<file path="config.mk">
export PLATFORM = sky130hd
export DESIGN_NAME = backlight_pwm
export DESIGN_NICKNAME = d
export VERILOG_FILES = /design/src/rtl/bl_pkg.sv /design/src/rtl/pwm_tick_gen.sv /design/src/rtl/backlight_pwm.sv
export SDC_FILE = /design/constraint.sdc
export NUM_CORES = 1
export LEC_CHECK = 0
export CORE_MARGIN = 2
export CORE_UTILIZATION = 30
export CTS_BUF_LIST = sky130_fd_sc_hd__clkbuf_4 sky130_fd_sc_hd__clkbuf_8 sky130_fd_sc_hd__clkbuf_16
export DETAILED_ROUTE_END_ITERATION = 10
export GPL_ROUTABILITY_DRIVEN = 0
export PLACE_DENSITY = 0.54
export SYNTH_ARGS = -nofsm -noshare
export SYNTH_HDL_FRONTEND = slang
export SYNTH_HIERARCHICAL = 1
export SYNTH_SLANG_ARGS = --single-unit
export TNS_END_PERCENT = 50
</file>
<file path="constraint.sdc">
create_clock -name I_clk -period 4.7 [get_ports I_clk]
set_input_delay 1.41 -clock I_clk [delete_from_list [all_inputs] [get_ports I_clk]]
set_output_delay 1.41 -clock I_clk [all_outputs]
set_load 0.02 [all_outputs]
</file>
<file path="src/rtl/bl_pkg.sv">
// Shared definitions for the backlight PWM block.
// Holds the PWM resolution constants, the controller state encoding and
// small unsigned min/max helpers used to form the target and entry duty.
package bl_pkg;

  localparam int PWM_W   = 12;
  localparam int PWM_MAX = 4095;

  // Last counter value of a period; the period is PWM_MAX ticks long so
  // that a duty of PWM_MAX means always high.
  localparam logic [PWM_W-1:0] PWM_LAST = PWM_W'(PWM_MAX - 1);

  typedef enum logic [1:0] {
    OFF  = 2'b00,
    RAMP = 2'b01,
    RUN  = 2'b10
  } bl_state_e;

  function automatic logic [PWM_W-1:0] umax(input logic [PWM_W-1:0] a,
                                            input logic [PWM_W-1:0] b);
    return (a > b) ? a : b;
  endfunction

  function automatic logic [PWM_W-1:0] umin(input logic [PWM_W-1:0] a,
                                            input logic [PWM_W-1:0] b);
    return (a < b) ? a : b;
  endfunction

endpackage

</file>
<file path="src/rtl/pwm_tick_gen.sv">
// Prescaler for the backlight PWM.
// Counts 0..PRESCALE-1 and asserts o_tick on the last count, so PRESCALE = 1
// ticks every cycle.
// Ports:
//   i_clk   - system clock
//   i_reset - synchronous active-high reset
//   i_clear - synchronous clear, holds the count at 0 while the PWM is off
//   o_tick  - one-cycle tick that advances the PWM counter
module pwm_tick_gen #(
  parameter int unsigned PRESCALE = 1
) (
  input  logic i_clk,
  input  logic i_reset,
  input  logic i_clear,
  output logic o_tick
);

  localparam logic [15:0] LAST = 16'(PRESCALE - 1);

  logic [15:0] r_cnt;

  assign o_tick = (r_cnt == LAST);

  // Free-running modulo-PRESCALE count, restarted whenever the PWM is off
  // so the first period after enable has full-length ticks.
  always_ff @(posedge i_clk) begin
    if (i_reset || i_clear) begin
      r_cnt <= '0;
    end else if (o_tick) begin
      r_cnt <= '0;
    end else begin
      r_cnt <= r_cnt + 1'b1;
    end
  end

endmodule

</file>
<file path="src/rtl/backlight_pwm.sv">
// Single-channel MiniLED backlight PWM generator.
// Turns the smoothed 12-bit brightness word into a glitch-free PWM drive.
// Duty only changes at period boundaries, a soft-start ramp runs after
// enable and a minimum-duty floor is applied to the target.
// Ports:
//   I_clk          - system clock
//   I_reset        - synchronous active-high reset
//   I_enable       - backlight enable, level-sensitive
//   I_bright_data  - requested brightness, sampled every cycle
//   O_pwm          - registered PWM drive
//   O_period_start - one-cycle pulse in the cycle the period counter reads 0
//   O_duty         - duty currently applied
//   O_ramping      - high while the soft-start ramp is running
module backlight_pwm
  import bl_pkg::*;
#(
  parameter int unsigned PRESCALE  = 1,
  parameter int unsigned RAMP_STEP = 64,
  parameter int unsigned MIN_DUTY  = 32
) (
  input  logic             I_clk,
  input  logic             I_reset,
  input  logic             I_enable,
  input  logic [PWM_W-1:0] I_bright_data,
  output logic             O_pwm,
  output logic             O_period_start,
  output logic [PWM_W-1:0] O_duty,
  output logic             O_ramping
);

  localparam logic [PWM_W-1:0] STEP  = PWM_W'(RAMP_STEP);
  localparam logic [PWM_W-1:0] FLOOR = PWM_W'(MIN_DUTY);

  bl_state_e        r_state;
  logic [PWM_W-1:0] r_pwm_cnt;
  logic [PWM_W-1:0] r_duty;
  logic             r_pwm;
  logic             r_period_start;

  logic             w_tick;
  logic             w_clear;
  logic             w_boundary;
  logic [PWM_W-1:0] w_target;
  logic [PWM_W-1:0] w_entry_duty;
  logic [PWM_W:0]   w_next_duty;

  assign w_target     = umax(I_bright_data, FLOOR);
  assign w_entry_duty = umin(STEP, w_target);
  // One extra bit so the ramp addition can never wrap past the target.
  assign w_next_duty  = {1'b0, r_duty} + {1'b0, STEP};
  assign w_clear      = (r_state == OFF) || !I_enable;
  assign w_boundary   = w_tick && (r_pwm_cnt == PWM_LAST);

  pwm_tick_gen #(
    .PRESCALE(PRESCALE)
  ) u_tick_gen (
    .i_clk  (I_clk),
    .i_reset(I_reset),
    .i_clear(w_clear),
    .o_tick (w_tick)
  );

  // Controller: state, period counter, applied duty and the registered
  // outputs. Disable overrides everything including a coincident boundary.
  // O_pwm compares the current registers, so it lags the counter by a cycle.
  always_ff @(posedge I_clk) begin
    if (I_reset) begin
      r_state        <= OFF;
      r_pwm_cnt      <= '0;
      r_duty         <= '0;
      r_pwm          <= 1'b0;
      r_period_start <= 1'b0;
    end else begin
      r_pwm          <= (r_state != OFF) && (r_pwm_cnt < r_duty);
      r_period_start <= 1'b0;
      if (!I_enable) begin
        r_state   <= OFF;
        r_pwm_cnt <= '0;
        r_duty    <= '0;
      end else begin
        case (r_state)
          OFF: begin
            // Entry behaves like a boundary: a fresh period starts now.
            r_state        <= (w_entry_duty == w_target) ? RUN : RAMP;
            r_pwm_cnt      <= '0;
            r_duty         <= w_entry_duty;
            r_period_start <= 1'b1;
          end
          RAMP, RUN: begin
            if (w_tick) begin
              r_pwm_cnt <= w_boundary ? '0 : r_pwm_cnt + 1'b1;
            end
            if (w_boundary) begin
              r_period_start <= 1'b1;
              if (r_state == RUN) begin
                r_duty <= w_target;
              end else if ((w_next_duty >= {1'b0, w_target}) ||
                           (w_target < r_duty)) begin
                // Target reached or dropped below the ramp: jump to it.
                r_duty  <= w_target;
                r_state <= RUN;
              end else begin
                r_duty <= w_next_duty[PWM_W-1:0];
              end
            end
          end
          default: begin
            r_state   <= OFF;
            r_pwm_cnt <= '0;
            r_duty    <= '0;
          end
        endcase
      end
    end
  end

  assign O_pwm          = r_pwm;
  assign O_period_start = r_period_start;
  assign O_duty         = r_duty;
  assign O_ramping      = (r_state == RAMP);

endmodule

</file>
==> out/qor.yml <==
synth:
  synthArstFlopShare_pct: 0
  synth-seq-cells: 44
  syn-num-nets: 422
  ys_top_cells_by_area: "dfxtp_1, ha_1, nor2_1, xnor2_1, inv_1"
  ys_types: 52
  synth-warning-count: 6
  synth_area_leader_cell: "dfxtp_1"
  synth_top_area_share_pct: 28.6
  postSynthCellCount: 363
  syn_avg_cell_area_um2: 8.48
  netlist_area_um2: 3080
  ys_seq_area_share_pct: 28.6
  netlist_top_cells_count: "dfxtp_1, ha_1, nor2_1"
  synth_edf_count: 0
  synth_flop_cell: "dfxtp_1"
power:
  comb_power_share_pct: 15.7
  powerDensity_nw_per_um2: 217
  p_leak_nw: 1.49
  seq_power_share_pct: 46.6
  internal_power_mw: 0.599
  p_sw_mw: 0.219
  pwr-share-clk_pct: 37.7
  netSwitchingFraction_pct: 26.8
  vdd_drop_max_uv: 117
global_route:
  grt_use_total_pct: 13.5
  grt_pass1_vias: 2502
  grt_max_degree: 17
  grt-ovfl-total: 0
  antenna_found_initial: 0
  grt_pass1_wl_mm: 12.2
clock_network:
  clock_sinks: 44
  clk_pin_slew_ns: 0.10
  cts-htree-levels: 2
  numCtsBuffers: 5
  clock_path_buffers: 2
  cts_tree: "done"
  clock_latency_ns: 0.30
  cts-root-buf: "clkbuf_8"
  ctsHoldBuffers: 0
setup_path:
  worst_ep_required_time_ns: 4.88
  worstSetupPathType: "primary input to flip-flop"
  crit_family: "simple AND/OR/NAND/NOR gates"
  crit_path_start_kind: "primary input"
  reg2reg_slack_ns: 1.87
  timing.rr.end: "O_duty[8]"
  cp_common_cell: "and3_1"
  cp_num_buf_inv: 2
  cp_slowest_stage_delay_ns: 0.58
  cpMaxStageDelayCell: "or4_4"
  crit_path_max_fanout: 8
  cp.arrival_ns: 4.69
  path_cells: "clkdlybuf4s50_1 > or4_4 > nor3_4 > or2b_4 > nand2_1 > inv_1 > ha_1 > and3_1 > and3_1 > o21ai_2 > and4_2 > mux2i_1 > o22ai_1"
  reg2reg_depth: 10
  crit_path_end_kind: "flip-flop"
  r2r_start: "u_tick_gen/r_cnt[0]"
hold_path:
  holdPathEnd: "O_duty[2]"
  hold_path.class: "flip-flop to flip-flop"
  min_from: "O_duty[2]"
  hold_depth: 1
flow_run:
  cap_violations: 0
placement:
  dp.cells: 530
  io_buffers: 29
  dpl_worst_slack_ns: -0.267
  place_hpwl_mm: 5.80
timing:
  setup_viol: 0
  fin_worst_skew_ns: 0.0102
  fin_crit_sh_pct: 96.0
  timing.final.crit_period_ns: 4.51
  fin_ws_ns: 0.189
  max_freq_ghz: 0.222
  final_max_slew_viol_count: 0
  hold_viol: 0
  rsz0062_at_grt: "false"
  tightest_slew_ns: 0.519
  max_slew_margin_pct: 65.3
routing:
  drc: 0
  antenna_left: 0
  drtIter0Drc: 115
  drtPass1Iterations: 4
  via_count: 2676
  wirelength_mm: 7.34
  wl_per_cell_um: 13.6
  viasPerCell: 4.96
floorplan:
  dieArea_um2: 11100
  coreArea_um2: 9860
  placementRows: 36
  die_w_um: 105
  die_y_um: 105
  num_io_pins: 30
  initial_core_util_pct: 31.2
final_layout:
  finalNonFillerCells: 539
  synthToLayoutAreaGrowth_pct: 22.4
  diodes: 0
  nNetsFinal: 464
  utilization_pct: 38.2
  drive_gt1_share_pct: 11.1
outcome:
  status: "finished clean"
-- power groups by stage --
stage	Sequential (mW)	Combinational [mW]	Clock, mW
floorplan	0.391	0.0743	0
global placement	0.390	0.121	0
detailed placement	0.390	0.123	0
CTS	0.381	0.124	0.319
global route	0.382	0.142	0.330
finish	0.381	0.128	0.309
-- registers in the layout, indices dropped and copies added, names as in the netlist --
signal	flops
u_tick_gen/r_cnt	16
r_pwm_cnt	12
r_state	2
O_period_start	1
O_duty	12
O_pwm	1
-- how the worst max path moves through the flow --
stage / from / endpoint / slack, ns / depth (start not counted)
floorplan: I_bright_data[8] / O_duty[8] / 0.35 / 13
global placement: I_bright_data[8] / r_state[1] / -0.23 / 14
detailed placement: I_bright_data[8] / r_state[0] / -0.27 / 14
CTS: I_bright_data[8] / r_state[0] / 0.02 / 14
global route: I_bright_data[8] / O_duty[4] / 0.01 / 14
finish: I_bright_data[8] / O_duty[9] / 0.19 / 13
-- per-layer routing --
| metal | routed length, µm | GRT usage [%] | share of wire [%] | vias up |
|---|---|---|---|---|
| li1 | - | - | - | 1376 |
| met1 | 3540 | 18.0 | 48 | 1251 |
| met2 | 3550 | 23.0 | 48 | 47 |
| met3 | 198 | 1.73 | 2.7 | 2 |
| met4 | 49 | 3.43 | 0.67 | 0 |
| met5 | 0 | 0 | 0 | - |
-- cells by family after synthesis --
kind of cell / Yosys count / synth area share (%)
AND/OR/NAND/NOR: 138 / 24.0
AO/OA/AOI/OAI: 55 / 12.9
buffers and inverters: 48 / 6.70
adder cells (fa/ha/maj): 44 / 17.9
flip-flops: 44 / 28.6
XOR/XNOR: 28 / 7.96
multiplexers: 6 / 1.95
-- timing repair --
| item | CTS | global route |
|---|---|---|
| resized for setup | 0 | 8 |
| buffers inserted | 0 | 1 |
| hold endpoints to repair | 0 | 0 |
| endpoints found under the setup margin | 0 | 14 |
-- layout make-up --
type                    count  area [µm²]
repair buffers             49         440
fillers                   993        6090
clock buffers               5        68.8
flip-flops and latches     44         881
inverters                  34         128
well taps                 133         166
clock inverters             3        47.5
multi-input cells         271        2040
-- cells in the final DEF, fill, tap and decap left out, drive strengths merged, types with 4 or more instances in the layout --
cell type	synthesis	final
dfxtp	44	44
ha	44	44
nor2	42	42
inv	34	34
clkdlybuf4s50	0	29
buf	6	20
nand2	17	17
nand3	17	17
xnor2	16	16
xor2	12	12
a21oi	12	12
nand4	11	11
nor3	10	10
and3	10	10
nor4	8	8
nand2b	6	6
o2bb2ai	6	6
mux2i	6	6
o21ai	6	6
a31oi	5	5
o22ai	5	5
clkbuf	8	5
nor2b	4	4
and4	4	4
-- stage by stage --
step / power, mW / hold slack, ns / TNS (ns) / instance area [µm²]
floorplan: 0.466 / 0.441 / 0 / 3080
global placement: 0.511 / 0.463 / -2.79 / 3600
detailed placement: 0.512 / 0.493 / -3.03 / 3600
CTS: 0.823 / 0.518 / 0 / 3720
global route: 0.855 / 0.534 / 0 / 3770
finish: 0.818 / 0.509 / 0 / 3770
Note: power is estimated with default switching activity, not from simulation.
